**config.mk**
```make
export PLATFORM = sky130hd
export DESIGN_NAME = pipe_mem_arbiter_flat
export DESIGN_NICKNAME = d
export VERILOG_FILES = /design/src/rtl/pipe_mem_pkg.sv /design/src/rtl/pipe_mem_arbiter_if.sv /design/src/rtl/arb_starve_counter.sv /design/src/rtl/pipe_mem_arbiter.sv /design/src/flat_wrapper.sv
export SDC_FILE = /design/constraint.sdc
export NUM_CORES = 1
export LEC_CHECK = 0
export CORE_MARGIN = 1
export CORE_UTILIZATION = 36
export CTS_CLUSTER_SIZE = 10
export DETAILED_ROUTE_END_ITERATION = 8
export PLACE_DENSITY = 0.9
export SYNTH_ARGS = -nofsm -noshare
export SYNTH_HDL_FRONTEND = slang
export SYNTH_SLANG_ARGS = --single-unit
```
**constraint.sdc**
```tcl
create_clock -name clk -period 2 [get_ports clk]
set_input_delay 0.2 -clock clk [delete_from_list [all_inputs] [get_ports clk]]
set_output_delay 0.2 -clock clk [all_outputs]
set_load 0.03 [all_outputs]
```
**src/rtl/pipe_mem_pkg.sv**
```systemverilog
// Shared types and constants for the pipeline memory arbiter.
//   owner_t            : which requester owns the read data returning next cycle
//   CONFLICT_CNT_W     : width of the saturating conflict counter
//   STARVE_MAX_DEFAULT : default number of consecutive fetch losses before fetch is forced
//   STARVE_CNT_W       : width of the fetch starvation counter
//   sat_inc_conflict() : saturating increment for the conflict counter
package pipe_mem_pkg;

  typedef enum logic [1:0] {
    OWNER_NONE = 2'd0,
    OWNER_IF   = 2'd1,
    OWNER_DM   = 2'd2
  } owner_t;

  localparam int CONFLICT_CNT_W     = 8;
  localparam int STARVE_MAX_DEFAULT = 4;
  localparam int STARVE_CNT_W       = 4;

  function automatic logic [CONFLICT_CNT_W-1:0] sat_inc_conflict(
    input logic [CONFLICT_CNT_W-1:0] v
  );
    if (v == {CONFLICT_CNT_W{1'b1}}) begin
      return v;
    end else begin
      return v + CONFLICT_CNT_W'(1);
    end
  endfunction

endpackage

```
**src/rtl/pipe_mem_arbiter_if.sv**
```systemverilog
// Bus bundle between the datapath/memory side and the arbiter.
//   fetch side : if_req, if_addr, flush -> if_stall, if_valid, if_rdata
//   data side  : dm_req, dm_we, dm_addr, dm_wdata -> dm_stall, dm_valid, dm_rdata
//   memory port: mem_en, mem_we, mem_addr, mem_wdata -> mem_rdata (one cycle later)
//   status     : conflict_cnt
// Modports: master = datapath plus memory (drives requests and mem_rdata),
//           slave  = the arbiter.
interface pipe_mem_arbiter_if
  import pipe_mem_pkg::*;
#(
  parameter int AW = 8,
  parameter int DW = 16
);
  logic                      if_req;
  logic [AW-1:0]             if_addr;
  logic                      if_stall;
  logic                      if_valid;
  logic [DW-1:0]             if_rdata;
  logic                      flush;
  logic                      dm_req;
  logic                      dm_we;
  logic [AW-1:0]             dm_addr;
  logic [DW-1:0]             dm_wdata;
  logic                      dm_stall;
  logic                      dm_valid;
  logic [DW-1:0]             dm_rdata;
  logic                      mem_en;
  logic                      mem_we;
  logic [AW-1:0]             mem_addr;
  logic [DW-1:0]             mem_wdata;
  logic [DW-1:0]             mem_rdata;
  logic [CONFLICT_CNT_W-1:0] conflict_cnt;

  modport master (
    output if_req, if_addr, flush, dm_req, dm_we, dm_addr, dm_wdata, mem_rdata,
    input  if_stall, if_valid, if_rdata, dm_stall, dm_valid, dm_rdata,
           mem_en, mem_we, mem_addr, mem_wdata, conflict_cnt
  );

  modport slave (
    input  if_req, if_addr, flush, dm_req, dm_we, dm_addr, dm_wdata, mem_rdata,
    output if_stall, if_valid, if_rdata, dm_stall, dm_valid, dm_rdata,
           mem_en, mem_we, mem_addr, mem_wdata, conflict_cnt
  );
endinterface

```
**src/rtl/arb_starve_counter.sv**
```systemverilog
// Fetch starvation guard. Counts consecutive cycles in which fetch was stalled
// because data won the port, and raises force_if once the count reaches
// STARVE_MAX so the next contended cycle goes to fetch.
//   clk, rst_n     : clock, asynchronous active-low reset
//   stalled_by_dm  : fetch requested but data was granted this cycle
//   if_grant       : fetch was granted this cycle (clears the count)
//   force_if       : fetch must win the next contended cycle
module arb_starve_counter
  import pipe_mem_pkg::*;
#(
  parameter int STARVE_MAX = STARVE_MAX_DEFAULT
) (
  input  logic clk,
  input  logic rst_n,
  input  logic stalled_by_dm,
  input  logic if_grant,
  output logic force_if
);

  logic [STARVE_CNT_W-1:0] cnt_d, cnt_q;

  // Next count: clear on a fetch grant, saturating increment on a data-caused stall.
  always_comb begin
    cnt_d = cnt_q;
    if (if_grant) begin
      cnt_d = '0;
    end else if (stalled_by_dm && (cnt_q != {STARVE_CNT_W{1'b1}})) begin
      cnt_d = cnt_q + STARVE_CNT_W'(1);
    end else begin
      cnt_d = cnt_q;
    end
  end

  // Counter register.
  always_ff @(posedge clk or negedge rst_n) begin
    if (!rst_n) begin
      cnt_q <= '0;
    end else begin
      cnt_q <= cnt_d;
    end
  end

  assign force_if = (cnt_q == STARVE_CNT_W'(STARVE_MAX));

endmodule

```
**src/rtl/pipe_mem_arbiter.sv**
```systemverilog
// Shares one single-port synchronous memory between instruction fetch and the
// data memory stage. One grant per cycle, data wins a conflict (it belongs to the
// older instruction). Read data returns one cycle after the grant and is routed
// to its owner; a fetch return is dropped when flush is seen in its grant or
// return cycle.
// Optional feature: define PIPE_ARB_STARVE_GUARD_EN to let fetch win a conflict
// after STARVE_MAX consecutive losses (arb_starve_counter).
//   clk   : clock, rising edge
//   reset : asynchronous, active-low
//   bus   : pipe_mem_arbiter_if.slave (fetch, data, memory port, conflict_cnt)
module pipe_mem_arbiter
  import pipe_mem_pkg::*;
#(
  parameter int AW         = 8,
  parameter int DW         = 16,
  parameter int STARVE_MAX = STARVE_MAX_DEFAULT
) (
  input  logic                     clk,
  input  logic                     reset,
  pipe_mem_arbiter_if.slave        bus
);

  if ((STARVE_MAX < 1) || (STARVE_MAX > 15)) begin : g_bad_starve_max
    $error("pipe_mem_arbiter: STARVE_MAX out of range 1..15");
  end

  logic                      if_grant_s;
  logic                      dm_grant_s;
  logic                      force_if_s;
  logic                      mem_en_s;
  logic                      mem_we_s;
  logic [AW-1:0]             mem_addr_s;
  logic [DW-1:0]             mem_wdata_s;
  logic                      if_valid_s;
  logic                      dm_valid_s;
  owner_t                    owner_d, owner_q;
  logic [DW-1:0]             if_rdata_d, if_rdata_q;
  logic [DW-1:0]             dm_rdata_d, dm_rdata_q;
  logic [CONFLICT_CNT_W-1:0] conflict_d, conflict_q;

`ifdef PIPE_ARB_STARVE_GUARD_EN
  arb_starve_counter #(
    .STARVE_MAX (STARVE_MAX)
  ) u_starve (
    .clk           (clk),
    .rst_n         (reset),
    .stalled_by_dm (bus.if_req && dm_grant_s),
    .if_grant      (if_grant_s),
    .force_if      (force_if_s)
  );
`else
  assign force_if_s = 1'b0;
`endif

  // Grant: data wins unless the starvation guard forces fetch on a conflict.
  always_comb begin
    dm_grant_s = 1'b0;
    if_grant_s = 1'b0;
    if (bus.dm_req && !(bus.if_req && force_if_s)) begin
      dm_grant_s = 1'b1;
    end else if (bus.if_req) begin
      if_grant_s = 1'b1;
    end else begin
      dm_grant_s = 1'b0;
      if_grant_s = 1'b0;
    end
  end

  // Memory port mux: winner's signals, all zero when idle.
  always_comb begin
    mem_en_s    = 1'b0;
    mem_we_s    = 1'b0;
    mem_addr_s  = '0;
    mem_wdata_s = '0;
    if (dm_grant_s) begin
      mem_en_s    = 1'b1;
      mem_we_s    = bus.dm_we;
      mem_addr_s  = bus.dm_addr;
      mem_wdata_s = bus.dm_wdata;
    end else if (if_grant_s) begin
      mem_en_s    = 1'b1;
      mem_addr_s  = bus.if_addr;
    end else begin
      mem_en_s    = 1'b0;
    end
  end

  // Owner of next cycle's read data. A fetch flushed in its grant cycle is
  // recorded as NONE so its return can never be delivered.
  always_comb begin
    owner_d = OWNER_NONE;
    if (dm_grant_s) begin
      owner_d = bus.dm_we ? OWNER_NONE : OWNER_DM;
    end else if (if_grant_s) begin
      owner_d = bus.flush ? OWNER_NONE : OWNER_IF;
    end else begin
      owner_d = OWNER_NONE;
    end
  end

  // Return routing; flush in the return cycle also kills a fetch return.
  // Read data is passed straight through on the valid cycle and held otherwise.
  always_comb begin
    if_valid_s = (owner_q == OWNER_IF) && !bus.flush;
    dm_valid_s = (owner_q == OWNER_DM);
    if_rdata_d = if_rdata_q;
    dm_rdata_d = dm_rdata_q;
    if (if_valid_s) begin
      if_rdata_d = bus.mem_rdata;
    end else begin
      if_rdata_d = if_rdata_q;
    end
    if (dm_valid_s) begin
      dm_rdata_d = bus.mem_rdata;
    end else begin
      dm_rdata_d = dm_rdata_q;
    end
  end

  // Conflict counter next value.
  always_comb begin
    conflict_d = conflict_q;
    if (bus.if_req && bus.dm_req) begin
      conflict_d = sat_inc_conflict(conflict_q);
    end else begin
      conflict_d = conflict_q;
    end
  end

  // State registers; reset drops any pending read return.
  always_ff @(posedge clk or negedge reset) begin
    if (!reset) begin
      owner_q    <= OWNER_NONE;
      if_rdata_q <= '0;
      dm_rdata_q <= '0;
      conflict_q <= '0;
    end else begin
      owner_q    <= owner_d;
      if_rdata_q <= if_rdata_d;
      dm_rdata_q <= dm_rdata_d;
      conflict_q <= conflict_d;
    end
  end

  assign bus.mem_en       = mem_en_s;
  assign bus.mem_we       = mem_we_s;
  assign bus.mem_addr     = mem_addr_s;
  assign bus.mem_wdata    = mem_wdata_s;
  assign bus.if_stall     = bus.if_req && !if_grant_s;
  assign bus.dm_stall     = bus.dm_req && !dm_grant_s;
  assign bus.if_valid     = if_valid_s;
  assign bus.dm_valid     = dm_valid_s;
  assign bus.if_rdata     = if_rdata_d;
  assign bus.dm_rdata     = dm_rdata_d;
  assign bus.conflict_cnt = conflict_q;

endmodule

```
**src/flat_wrapper.sv**
```systemverilog
// flat-port wrapper written by rule: the top's interface ports become plain ports
module pipe_mem_arbiter_flat import pipe_mem_pkg::*;
#(
  parameter int AW         = 8,
  parameter int DW         = 16,
  parameter int STARVE_MAX = STARVE_MAX_DEFAULT
)
  (clk, reset, bus_if_req, bus_if_addr, bus_flush, bus_dm_req, bus_dm_we, bus_dm_addr, bus_dm_wdata, bus_mem_rdata, bus_if_stall, bus_if_valid, bus_if_rdata, bus_dm_stall, bus_dm_valid, bus_dm_rdata, bus_mem_en, bus_mem_we, bus_mem_addr, bus_mem_wdata, bus_conflict_cnt);
  pipe_mem_arbiter_if #(.AW(AW), .DW(DW)) bus_i ();
  input  logic clk;
  input  logic reset;
  input wire logic [$bits(bus_i.if_req)-1:0] bus_if_req;
  input wire logic [$bits(bus_i.if_addr)-1:0] bus_if_addr;
  input wire logic [$bits(bus_i.flush)-1:0] bus_flush;
  input wire logic [$bits(bus_i.dm_req)-1:0] bus_dm_req;
  input wire logic [$bits(bus_i.dm_we)-1:0] bus_dm_we;
  input wire logic [$bits(bus_i.dm_addr)-1:0] bus_dm_addr;
  input wire logic [$bits(bus_i.dm_wdata)-1:0] bus_dm_wdata;
  input wire logic [$bits(bus_i.mem_rdata)-1:0] bus_mem_rdata;
  output wire logic [$bits(bus_i.if_stall)-1:0] bus_if_stall;
  output wire logic [$bits(bus_i.if_valid)-1:0] bus_if_valid;
  output wire logic [$bits(bus_i.if_rdata)-1:0] bus_if_rdata;
  output wire logic [$bits(bus_i.dm_stall)-1:0] bus_dm_stall;
  output wire logic [$bits(bus_i.dm_valid)-1:0] bus_dm_valid;
  output wire logic [$bits(bus_i.dm_rdata)-1:0] bus_dm_rdata;
  output wire logic [$bits(bus_i.mem_en)-1:0] bus_mem_en;
  output wire logic [$bits(bus_i.mem_we)-1:0] bus_mem_we;
  output wire logic [$bits(bus_i.mem_addr)-1:0] bus_mem_addr;
  output wire logic [$bits(bus_i.mem_wdata)-1:0] bus_mem_wdata;
  output wire logic [$bits(bus_i.conflict_cnt)-1:0] bus_conflict_cnt;
  assign bus_i.if_req = bus_if_req;
  assign bus_i.if_addr = bus_if_addr;
  assign bus_i.flush = bus_flush;
  assign bus_i.dm_req = bus_dm_req;
  assign bus_i.dm_we = bus_dm_we;
  assign bus_i.dm_addr = bus_dm_addr;
  assign bus_i.dm_wdata = bus_dm_wdata;
  assign bus_i.mem_rdata = bus_mem_rdata;
  assign bus_if_stall = bus_i.if_stall;
  assign bus_if_valid = bus_i.if_valid;
  assign bus_if_rdata = bus_i.if_rdata;
  assign bus_dm_stall = bus_i.dm_stall;
  assign bus_dm_valid = bus_i.dm_valid;
  assign bus_dm_rdata = bus_i.dm_rdata;
  assign bus_mem_en = bus_i.mem_en;
  assign bus_mem_we = bus_i.mem_we;
  assign bus_mem_addr = bus_i.mem_addr;
  assign bus_mem_wdata = bus_i.mem_wdata;
  assign bus_conflict_cnt = bus_i.conflict_cnt;
  pipe_mem_arbiter #(.AW(AW), .DW(DW), .STARVE_MAX(STARVE_MAX)) u_core (.clk(clk), .reset(reset), .bus(bus_i));
endmodule
```
==> results by group <==
Outcome
  – Run status: finished clean

Clock network
  – Clock tree from TritonCTS: done
  – Clock latency on the worst-skew pair: a little under 0.3 ns
  – H-Tree Level Count: 2
  – Clock slew at the register clock pins of the worst setup and hold paths: about 0.080 ns
  – Clock buffers created by TritonCTS: 5
  – Buffer cell driving the clock tree root: sky130_fd_sc_hd__clkbuf_8
  – Maximum buffer depth of the clock tree: 2
  – Total clock sinks: 42

Placement
  – Post-Place Setup Slack: -0.2334 ns
  – Placement-stage cell area: about 3200 sq um
  – Count of input and output buffers: roughly 120
  – Placed wire-length estimate after detailed placement: ~3.8 mm
  – Placer congestion estimate: about 0.76

Synthesis
  – Fraction of synthesis flops using an asynchronous set or reset pin: 100.0%
  – Mean instance size in the synthesized netlist: between 10 and 15 sq um
  – Fraction of the yosys area taken by sequential cells: between 50% and 60%
  – Number of instances in the synthesized netlist: 142
  – Post-Syn Nets: approximately 200
  – Synthesis-stage register bit count: 42
  – Count of flip-flops with a built-in enable after synthesis: 0
  – Warnings from Yosys: 0
  – Prevailing post-synth register cell: sky130_fd_sc_hd__dfrtp_1
  – Area of the mapped netlist: slightly below 2000 sq um
  – Synth unique cells: 28

Worst setup path
  – Highest net fanout along the worst path: 17
  – Worst endpoint required time: about 1.8 ns
  – Worst setup SP type: flip-flop
  – Crit end category: output pin
  – Arrival time at the worst endpoint: around 1.7 ns
  – Worst Path Class, Setup: flip-flop to output pin

Final layout
  – Synth-to-Final Area Change: 73.02%
  – Fraction of final layout cells sized beyond drive strength 1: 42.44%
  – Number of filler instances in the final layout: between 400 and 500
  – Final Cell Area: 3353 sq um
  – Final net count: 325
  – Number of inserted diodes: 0

Die
  – Die outline height: about 75 microns
  – Initial core utilization: 37.71%
  – Standard-cell row count: 26
  – Core outline area: roughly 5000 sq um
  – I/O pin total: ~120
  – Die X-Extent: about 75 microns
  – DIE AREA: 5681 sq um

Detailed routing
  – First-pass iteration count of the detailed router: 3
  – Via/cell ratio: around 4.6
  – First-iteration detailed-routing DRC count: 25
  – Detail-routed net length per standard cell: about 14 microns
  – Number of nets with antenna violations after routing: 0
  – Total detailed-routing wirelength: 4.732 mm
  – Number of DRC violations after detailed routing: 0
  – Routed vias: approximately 1600

STA
  – Fmax achieved: around 520 MHz
  – Setup-failing EPs final: 0
  – Total negative slack: 0 ns
  – Slew at the pin closest to its max-slew limit: slightly below 0.6 ns
  – Relative max-transition margin: roughly three fifths
  – RSZ-0062 raised after global routing: true
  – Final count of pins violating max slew: 0
  – Minimum clock period: approximately 1.9 ns
  – Worst Clk Skew: 0.01033 ns
  – Number of endpoints with negative hold slack in the final report: 0
  – Part of the cycle the worst path needs: 96.74%
  – Smallest setup slack after layout: ~0.065 ns
  – Final Hold Slack: 0.4472 ns

Run
  – Max-cap check violation count: 0

Power
  – Static Leak: between 1 and 1.5 nW
  – Peak ir drop on the vdd network: roughly 0.0004 V
  – Total power per unit cell area: 992.1 nW/um^2

Global route
  – Global router's overall resource usage: roughly 18%
  – Number of antenna violations at the first check in global routing: 0
  – Global-route wire length before repair: roughly 7.3 mm
  – Total overflow reported by the global router: 0
  – Number of global-route vias before repair: about 1600
  – Pin count of the biggest net entering global routing: 27

Min path
  – Min-Delay Path Class: input port to asynchronous set/reset pin
==> worst paths after layout <==
| path | startpoint | endpoint | slack, ns | cells past startpoint |
|---|---|---|---|---|
| max | u_core.owner_q[1]$_DFF_PN0_ | bus_dm_rdata[5] | 0.07 | 4 |
| min | reset | u_core.dm_rdata_q[3]$_DFF_PN0_ | 0.45 | 2 |
| max reg2reg | u_core.bus.conflict_cnt[3]$_DFFE_PN0P_ | u_core.bus.conflict_cnt[1]$_DFFE_PN0P_ | 0.58 | 4 |
| min reg2reg | u_core.if_rdata_q[11]$_DFF_PN0_ | u_core.if_rdata_q[11]$_DFF_PN0_ | 0.50 | 1 |
| max in group asynchronous | reset | u_core.if_rdata_q[11]$_DFF_PN0_ | 1.00 | 3 |
| min in group clk | bus_dm_we | u_core.owner_q[1]$_DFF_PN0_ | 0.48 | 2 |
==> cell usage in the layout (no fill, tap or decap), types with 2 or more instances in the layout <==
master	count
sky130_fd_sc_hd__mux2_2	25
sky130_fd_sc_hd__bufinv_16	2
sky130_fd_sc_hd__and2_1	17
sky130_fd_sc_hd__a21oi_1	5
sky130_fd_sc_hd__buf_12	4
sky130_fd_sc_hd__clkbuf_8	6
sky130_fd_sc_hd__nor2_1	2
sky130_fd_sc_hd__o21ai_0	2
sky130_fd_sc_hd__nand2_1	3
sky130_fd_sc_hd__buf_2	2
sky130_fd_sc_hd__dfrtp_1	42
sky130_fd_sc_hd__a22o_1	8
sky130_fd_sc_hd__nand3_1	3
sky130_fd_sc_hd__nor2b_1	4
sky130_fd_sc_hd__clkdlybuf4s50_1	61
sky130_fd_sc_hd__xnor2_1	2
sky130_fd_sc_hd__clkdlybuf4s15_2	21
sky130_fd_sc_hd__buf_4	39
sky130_fd_sc_hd__mux2_4	9
==> registers in the layout, summed over array words and instances, names as in the netlist <==
| signal | flops |
|---|---|
| u_core.bus.conflict_cnt | 8 |
| u_core.owner_q | 2 |
| u_core.dm_rdata_q | 16 |
| u_core.if_rdata_q | 16 |
==> cells in the mapped netlist, types with 2 or more instances <==
cell,n,area (sq um)
sky130_fd_sc_hd__a22o_1,8,70.07
sky130_fd_sc_hd__o21ai_0,2,10.01
sky130_fd_sc_hd__buf_4,2,15.01
sky130_fd_sc_hd__and2_1,17,106.4
sky130_fd_sc_hd__mux2_2,25,281.5
sky130_fd_sc_hd__xnor2_1,2,17.52
sky130_fd_sc_hd__nand3_1,3,15.01
sky130_fd_sc_hd__dfrtp_1,42,1051
sky130_fd_sc_hd__nor2_1,2,7.510
sky130_fd_sc_hd__mux2_4,9,135.1
sky130_fd_sc_hd__clkbuf_1,3,11.26
sky130_fd_sc_hd__a21oi_1,5,25.02
sky130_fd_sc_hd__nand2_1,3,11.26
sky130_fd_sc_hd__nor2b_1,5,31.28
==> report_power, final <==
group | internal, mW | total, mW | switching (mW)
registers | 1.04 | 1.14 | 0.105
logic | 0.618 | 1.37 | 0.754
clock network | 0.532 | 0.810 | 0.278
==> cell families (layout without fill, tap and decap cells) <==
group / Yosys count / in the layout / share of synthesized area [%]
flops: 42 / 42 / 54.23
simple gates: 35 / 35 / 11.94
xor+xnor: 2 / 2 / 0.9040
buf+inv: 9 / 138 / 3.421
fa+ha+maj: 1 / 1 / 0.6455
mux: 35 / 35 / 22.08
compound gates: 17 / 17 / 6.585
other cells: 1 / 1 / 0.1935
==> area by class of cell <==
type	count	area [sq um]	area share (%)
repair buffers	129	1245	37.13
well taps	70	87.58	2.612
flip-flops and latches	42	1051	31.34
multi-input cells	91	823.3	24.55
clock inverters	2	60.06	1.791
clock buffers	6	82.58	2.463
inverters	1	3.754	0.1119
==> worst max-delay path: stages, from the launching register on <==
cell,delay [ns]
sky130_fd_sc_hd__dfrtp_1,0.40
sky130_fd_sc_hd__nor2b_2,0.21
sky130_fd_sc_hd__buf_12,0.18
sky130_fd_sc_hd__mux2_2,0.36
sky130_fd_sc_hd__clkdlybuf4s15_2,0.29
==> per-stage QoR <==
step                power (mW)  util, %  std cells
CTS                      3.382    65.36        341
finish                   3.327    65.24        341
detailed placement       2.581    61.66        332
global route             3.515    65.24        341
floorplan                1.955        -        142
global placement         2.540    61.66        332
==> metal layers <==
layer	track usage, %	wire length (microns)	vias to the layer above
met4	6.173	40	0
met5	0	0	-
met2	32.84	2541	86
li1	-	-	746
met1	18.91	1754	732
met3	5.688	394	4
==> timing repair <==
item / CTS / global route
hold endpoints to repair: 24 / 0
setup buffers: 0 / 0
pin swaps: 0 / 1
hold buffers: 1 / 0
endpoints found under the setup margin: 32 / 30
resized for setup: 71 / 4
No activity file was read; power rests on OpenSTA's default activity.
==> RTL edit 1: new RTL, same settings <==
The option `PIPE_ARB_STARVE_GUARD_EN` is turned on by a define.
--- a/src/rtl/pipe_mem_arbiter.sv
+++ b/src/rtl/pipe_mem_arbiter.sv
@@ -9,4 +9,6 @@
 //   reset : asynchronous, active-low
 //   bus   : pipe_mem_arbiter_if.slave (fetch, data, memory port, conflict_cnt)
+`define PIPE_ARB_STARVE_GUARD_EN
+
 module pipe_mem_arbiter
   import pipe_mem_pkg::*;
Check against the original RTL: not equivalent (Yosys sat finds a counterexample within 10 cycles, from zero or initial values and one cycle with reset low).
==> RTL edit 1 against the unedited design <==
- the flow now finishes with violations (negative setup slack)
- wire length grew 25%
- critical path depth up 4
- worst setup slack got worse by 0.17 ns
- die area is 15% higher
- count of clock-buffer cells in the layout shrank 1
- global-route usage up 0.18 points
- sequential cell count up 4
- combinational power increased by 12%
- power up 4.7%
- synthesized cell count grew 29%
- area after synthesis rose by 15%
- cell area increased by 15%
- highest routed layer unchanged
==> RTL edit 1: results (changes against the unedited design) <==
Drt
  – WL final: 5920 um (was 4730 um)
  – Drt pass-1 iters: 4 (was 3)
  – Via count: 1896 (was 1568)
  – 1st-iter DRT viols: 63 (was 25)

Yosys
  – Sequential area share after synthesis: 51.6% (was 54.2%)
  – Netlist cell types: 32 (was 28)
  – Top post-synthesis cells by count: dfrtp_1, mux2_2, and2_1, inv_1, nand2_1 (was dfrtp_1, mux2_2, and2_1, mux2_4, a22o_1)
  – Area contributors post-synth: dfrtp_1, mux2_2, and2_1 (was dfrtp_1, mux2_2, mux2_4)
  – FFs w/ async S/R, synth: 100% (unchanged)
  – Syn nets: 240 (was 197)
  – Synth Warn #: 0 (unchanged)

Power and ir drop
  – Leakage: 1.79 nW (was 1.48 nW)
  – Switching part of the total: 37.0% (was 34.2%)
  – Max rail drop VDD: 0.676 mV (was 0.400 mV)

Worst setup path
  – Worst path top cell family by delay: buffers and inverters (unchanged)
  – Crit-path max FO: 7 (was 17)
  – Reg-to-reg endpoint: u_core.bus.conflict_cnt[1]$_DFFE_PN0P_ (unchanged)
  – Critical Path Sink: bus_mem_addr[4] (was bus_dm_rdata[5])
  – Worst r2r path cells: 4 (unchanged)
  – Max incr delay on CP: 0.37 ns (was 0.40 ns)
  – Crit path from: u_core.u_starve.cnt_q[1]$_DFFE_PN0P_ (was u_core.owner_q[1]$_DFF_PN0_)
  – Critical-path top delay cell: dfrtp_1 (unchanged)
  – R2R setup slack: 0.33 ns (was 0.58 ns)
  – Setup CP Type: register to output pin (unchanged)
  – Critical R2R Launch: u_core.bus.conflict_cnt[0]$_DFFE_PN0P_ (was u_core.bus.conflict_cnt[3]$_DFFE_PN0P_)

Clocking
  – Num CTS Buffers: 5 (unchanged)
  – Max Root-Sink Buffers: 2 (unchanged)
  – CTS Root Cell: clkbuf_8 (unchanged)
  – Skew-Pair Late Insertion Delay: 0.29 ns (about the same)
  – H-tree depth: 2 (unchanged)
  – Clk slew on worst S/H paths: 0.09 ns

Status
  – Run status: finished, violations left (was finished clean)
  – Violations in the final reports: negative setup slack

Placement
  – Detailed Place HPWL: 4050 um (was 3750 um)
  – IO Port Bufs: 123 (was 122)
  – Placer Congestion: 0.738 (was 0.764)
  – Pre-CTS WS: -0.251 ns (was -0.233 ns)

Finish
  – FILL cells: 497 (was 402)
  – Antenna cells: 0 (unchanged)
  – Layout cells sized above 1: 45.7% (was 42.4%)
  – Nets: 384 (was 325)

Floorplan
  – Core area: 0.00596 mm2 (was 0.00514 mm2)

Global routing
  – Initial antenna violation count: 0 (unchanged)
  – Largest net degree at the start of global routing: 33 (was 27)
  – Total track usage: 17.9% (was 17.7%)
  – First-pass GRT wire length: 8940 um (was 7310 um)

Worst hold path
  – Worst hold path class: input port to register (was input port to async pin)

STA
  – Rel. slew slack: 52.3% (was 61.2%)
  – Clk_skew: 0.00502 ns (was 0.0103 ns)
  – Fin worst setup slack: -0.103 ns (was 0.0653 ns)
  – Setup Viol. Count Final: 25 (was 0)
[RTL edit 1: area by class of cell]
class | instances | area [um2] | area share, %
Clock buffer | 5 | 68.8 | 1.78
Clock inverter | 3 | 43.8 | 1.13
Inverter | 12 | 45.0 | 1.17
Multi-Input combinational cell | 118 | 1050 | 27.1
Sequential cell | 46 | 1150 | 29.8
Tap cell | 75 | 93.8 | 2.43
Timing Repair Buffer | 144 | 1410 | 36.6
[RTL edit 1: cell families (layout without fill, tap and decap cells)]
group	after synthesis	in the layout	synth area share (%)
flops	46	46	51.6
simple gates	53	53	14.0
mux	46	46	22.8
fa+ha+maj	3	3	1.68
compound gates	14	14	4.71
buf+inv	19	164	4.38
xor+xnor	2	2	0.786
[RTL edit 1: routing by layer]
layer / vias up / routed length, um / GRT usage [%] / share of wire [%]
li1: 917 / - / - / -
met1: 914 / 2290 / 20.9 / 39
met2: 62 / 3250 / 33.3 / 55
met3: 3 / 356 / 4.20 / 6.0
met4: 0 / 23 / 3.21 / 0.39
met5: - / 0 / 0 / 0
[RTL edit 1: worst min-delay path by stage]
stage | start | to | slack [ns] | depth (start not counted)
6_report | bus_dm_we | u_core.owner_q[1]$_DFF_PN0_ | 0.48 | 2
5_1_grt | bus_dm_we | u_core.owner_q[1]$_DFF_PN0_ | 0.47 | 2
4_1_cts | bus_dm_we | u_core.owner_q[1]$_DFF_PN0_ | 0.45 | 2
3_5_place_dp | reset | u_core.if_rdata_q[13]$_DFF_PN0_ | 0.30 | 1
3_3_place_gp | reset | u_core.dm_rdata_q[13]$_DFF_PN0_ | 0.28 | 1
2_1_floorplan | reset | u_core.bus.conflict_cnt[0]$_DFFE_PN0P_ | -0.1 | 0
[RTL edit 1: stage by stage]
step	instance area [um2]	setup TNS [ns]	cells	power (mW)	util (%)
2_1_floorplan	2230	-0.211	183	2.14	-
3_3_place_gp	3520	-3.23	383	2.77	59.1
3_5_place_dp	3520	-3.81	383	2.82	59.1
4_1_cts	3900	-0.823	400	3.56	65.5
5_1_grt	3860	-3.15	403	3.68	64.9
6_report	3860	-0.577	403	3.48	64.9
[RTL edit 1: power groups by stage]
stage | Combinational, mW | Sequential, mW | Clock [mW]
floorplan | 0.773 | 1.36 | 0
global placement | 1.50 | 1.27 | 0
detailed placement | 1.54 | 1.28 | 0
CTS | 1.58 | 1.26 | 0.720
global route | 1.63 | 1.29 | 0.757
finish | 1.53 | 1.26 | 0.692
[RTL edit 1: repair_timing]
item                       CTS  global route
pin swaps                    7             3
buffers inserted             6             1
gates cloned                 2             2
setup endpoints to repair   57            57
gates resized for setup    125            59
hold endpoints to repair    30             0
hold buffers                 1             0
==> RTL edit 2: new RTL, config.mk and constraints unchanged <==
Without the edit above. The 3 values of `owner_t` get a one-hot encoding in 3 bits.
--- a/src/rtl/pipe_mem_pkg.sv
+++ b/src/rtl/pipe_mem_pkg.sv
@@ -7,8 +7,8 @@
 package pipe_mem_pkg;
 
-  typedef enum logic [1:0] {
-    OWNER_NONE = 2'd0,
-    OWNER_IF   = 2'd1,
-    OWNER_DM   = 2'd2
+  typedef enum logic [2:0] {
+    OWNER_NONE = 3'b001,
+    OWNER_IF   = 3'b010,
+    OWNER_DM   = 3'b100
   } owner_t;
 
Behaviour: no difference found for any inputs over 10 cycles, from zero or initial values and one cycle with reset low; not proved beyond that.
==> RTL edit 2 against the unedited design <==
- the run now ends with negative setup slack left
- count of clock-buffer cells in the layout up 1
- sequential cell count up 1
- power down 1.9%
- cell area up 0.41%
- die area down 1.8%
- first-iteration DRC count rose to 2.7 times the old value
- area after synthesis down 1.8%
- wire length up 9.8%
- combinational power up 9%
- critical path depth up 1
- worst setup slack worse by 0.089 ns
- register-to-register slack worse by 0.17 ns
==> RTL edit 2: results (changes against the unedited design) <==
Status
  – Run status: finished, violations left (was finished clean)
  – Violations in the final reports: negative setup slack

Power and ir drop
  – P_clk: 0.555 mW (was 0.810 mW)
  – Max rail drop VDD: 0.380 mV (was 0.400 mV)
  – Leakage: 1.55 nW (was 1.48 nW)
  – Seq pwr share: 37.1% (was 34.4%)
  – Combinational power share: 45.9% (was 41.3%)

Global routing
  – Met1 usage: 17.6% (was 18.9%)
  – First-pass GRT wire length: 7250 um (was 7310 um)
  – Total track usage: 17.2% (was 17.7%)
  – Largest net degree at the start of global routing: 44 (was 27)
  – Vias in the first global route: 1658 (was 1621)
  – Met3 usage in global routing: 4.42% (was 5.69%)

Worst hold path
  – Worst hold path class: input port to register (was input port to async pin)

Worst setup path
  – Critical Path Sink: bus_if_rdata[14] (was bus_dm_rdata[5])
  – Crit path from: u_core.owner_q[2]$_DFF_PN0_ (was u_core.owner_q[1]$_DFF_PN0_)
  – Crit-path max FO: 5 (was 17)
  – R2R setup slack: 0.41 ns (was 0.58 ns)
  – WP data arrival: 1.82 ns (was 1.73 ns)
  – Critical R2R Launch: u_core.bus.conflict_cnt[0]$_DFFE_PN0P_ (was u_core.bus.conflict_cnt[3]$_DFFE_PN0P_)

Finish
  – Post-route cell area: 0.00337 mm2 (was 0.00335 mm2)
  – FILL cells: 393 (was 402)
  – Layout cells sized above 1: 42.8% (was 42.4%)
  – Nets: 332 (was 325)

Placement
  – Pre-CTS WS: -0.354 ns (was -0.233 ns)

STA
  – Setup Viol. Count Final: 3 (was 0)
  – Fin worst setup slack: -0.0238 ns (was 0.0653 ns)
  – Rel. slew slack: 63.9% (was 61.2%)
  – Hold Slack: 0.478 ns (was 0.447 ns)
  – Clk_skew: 0.00642 ns (was 0.0103 ns)
  – TNS Setup: -0.0313 ns (was 0 ns)

Floorplan
  – Core area: 0.00511 mm2 (was 0.00514 mm2)

Yosys
  – Top post-synthesis cells by count: dfrtp_1, mux2_2, and2_1, a22o_1 (was dfrtp_1, mux2_2, and2_1, mux2_4, a22o_1)
  – Avg Cell Area, Syn: 13.4 um2 (was 13.6 um2)
  – Netlist cell types: 27 (was 28)
  – Area contributors post-synth: dfrtp_1, mux2_2, and2_1 (was dfrtp_1, mux2_2, mux2_4)

Drt
  – WL final: 5200 um (was 4730 um)
  – WL met2: 2780 um (was 2540 um)
  – Average wire per standard cell: 14.9 um (was 13.9 um)
==> RTL edit 2: area by class of cell <==
class                      instances  area share (%)
clock buffer                       7            2.56
inverter                           1           0.111
tap                               70            2.60
sequential                        43            32.0
clock inverter                     1           0.149
timing repair buffer             135            37.6
multi-input combinational         91            24.9
==> RTL edit 2: logic make-up (layout without fill, tap and decap cells) <==
| group | count (synthesis) | count (layout) | synth area share [%] |
|---|---|---|---|
| flip-flops | 43 | 43 | 56.6 |
| buffers and inverters | 8 | 144 | 2.56 |
| AND/OR/NAND/NOR | 38 | 38 | 12.8 |
| adder cells (fa/ha/maj) | 1 | 1 | 0.657 |
| AO/OA/AOI/OAI | 12 | 12 | 4.73 |
| XOR/XNOR | 4 | 4 | 1.84 |
| other | 1 | 1 | 0.197 |
| multiplexers | 35 | 35 | 20.6 |
==> RTL edit 2: what timing repair did <==
item	in CTS	in global routing
setup endpoints to repair	32	32
resized for setup	66	144
hold endpoints to repair	8	0
gates cloned	0	3
hold buffers	1	0
pin swaps	1	1
setup buffers	0	3
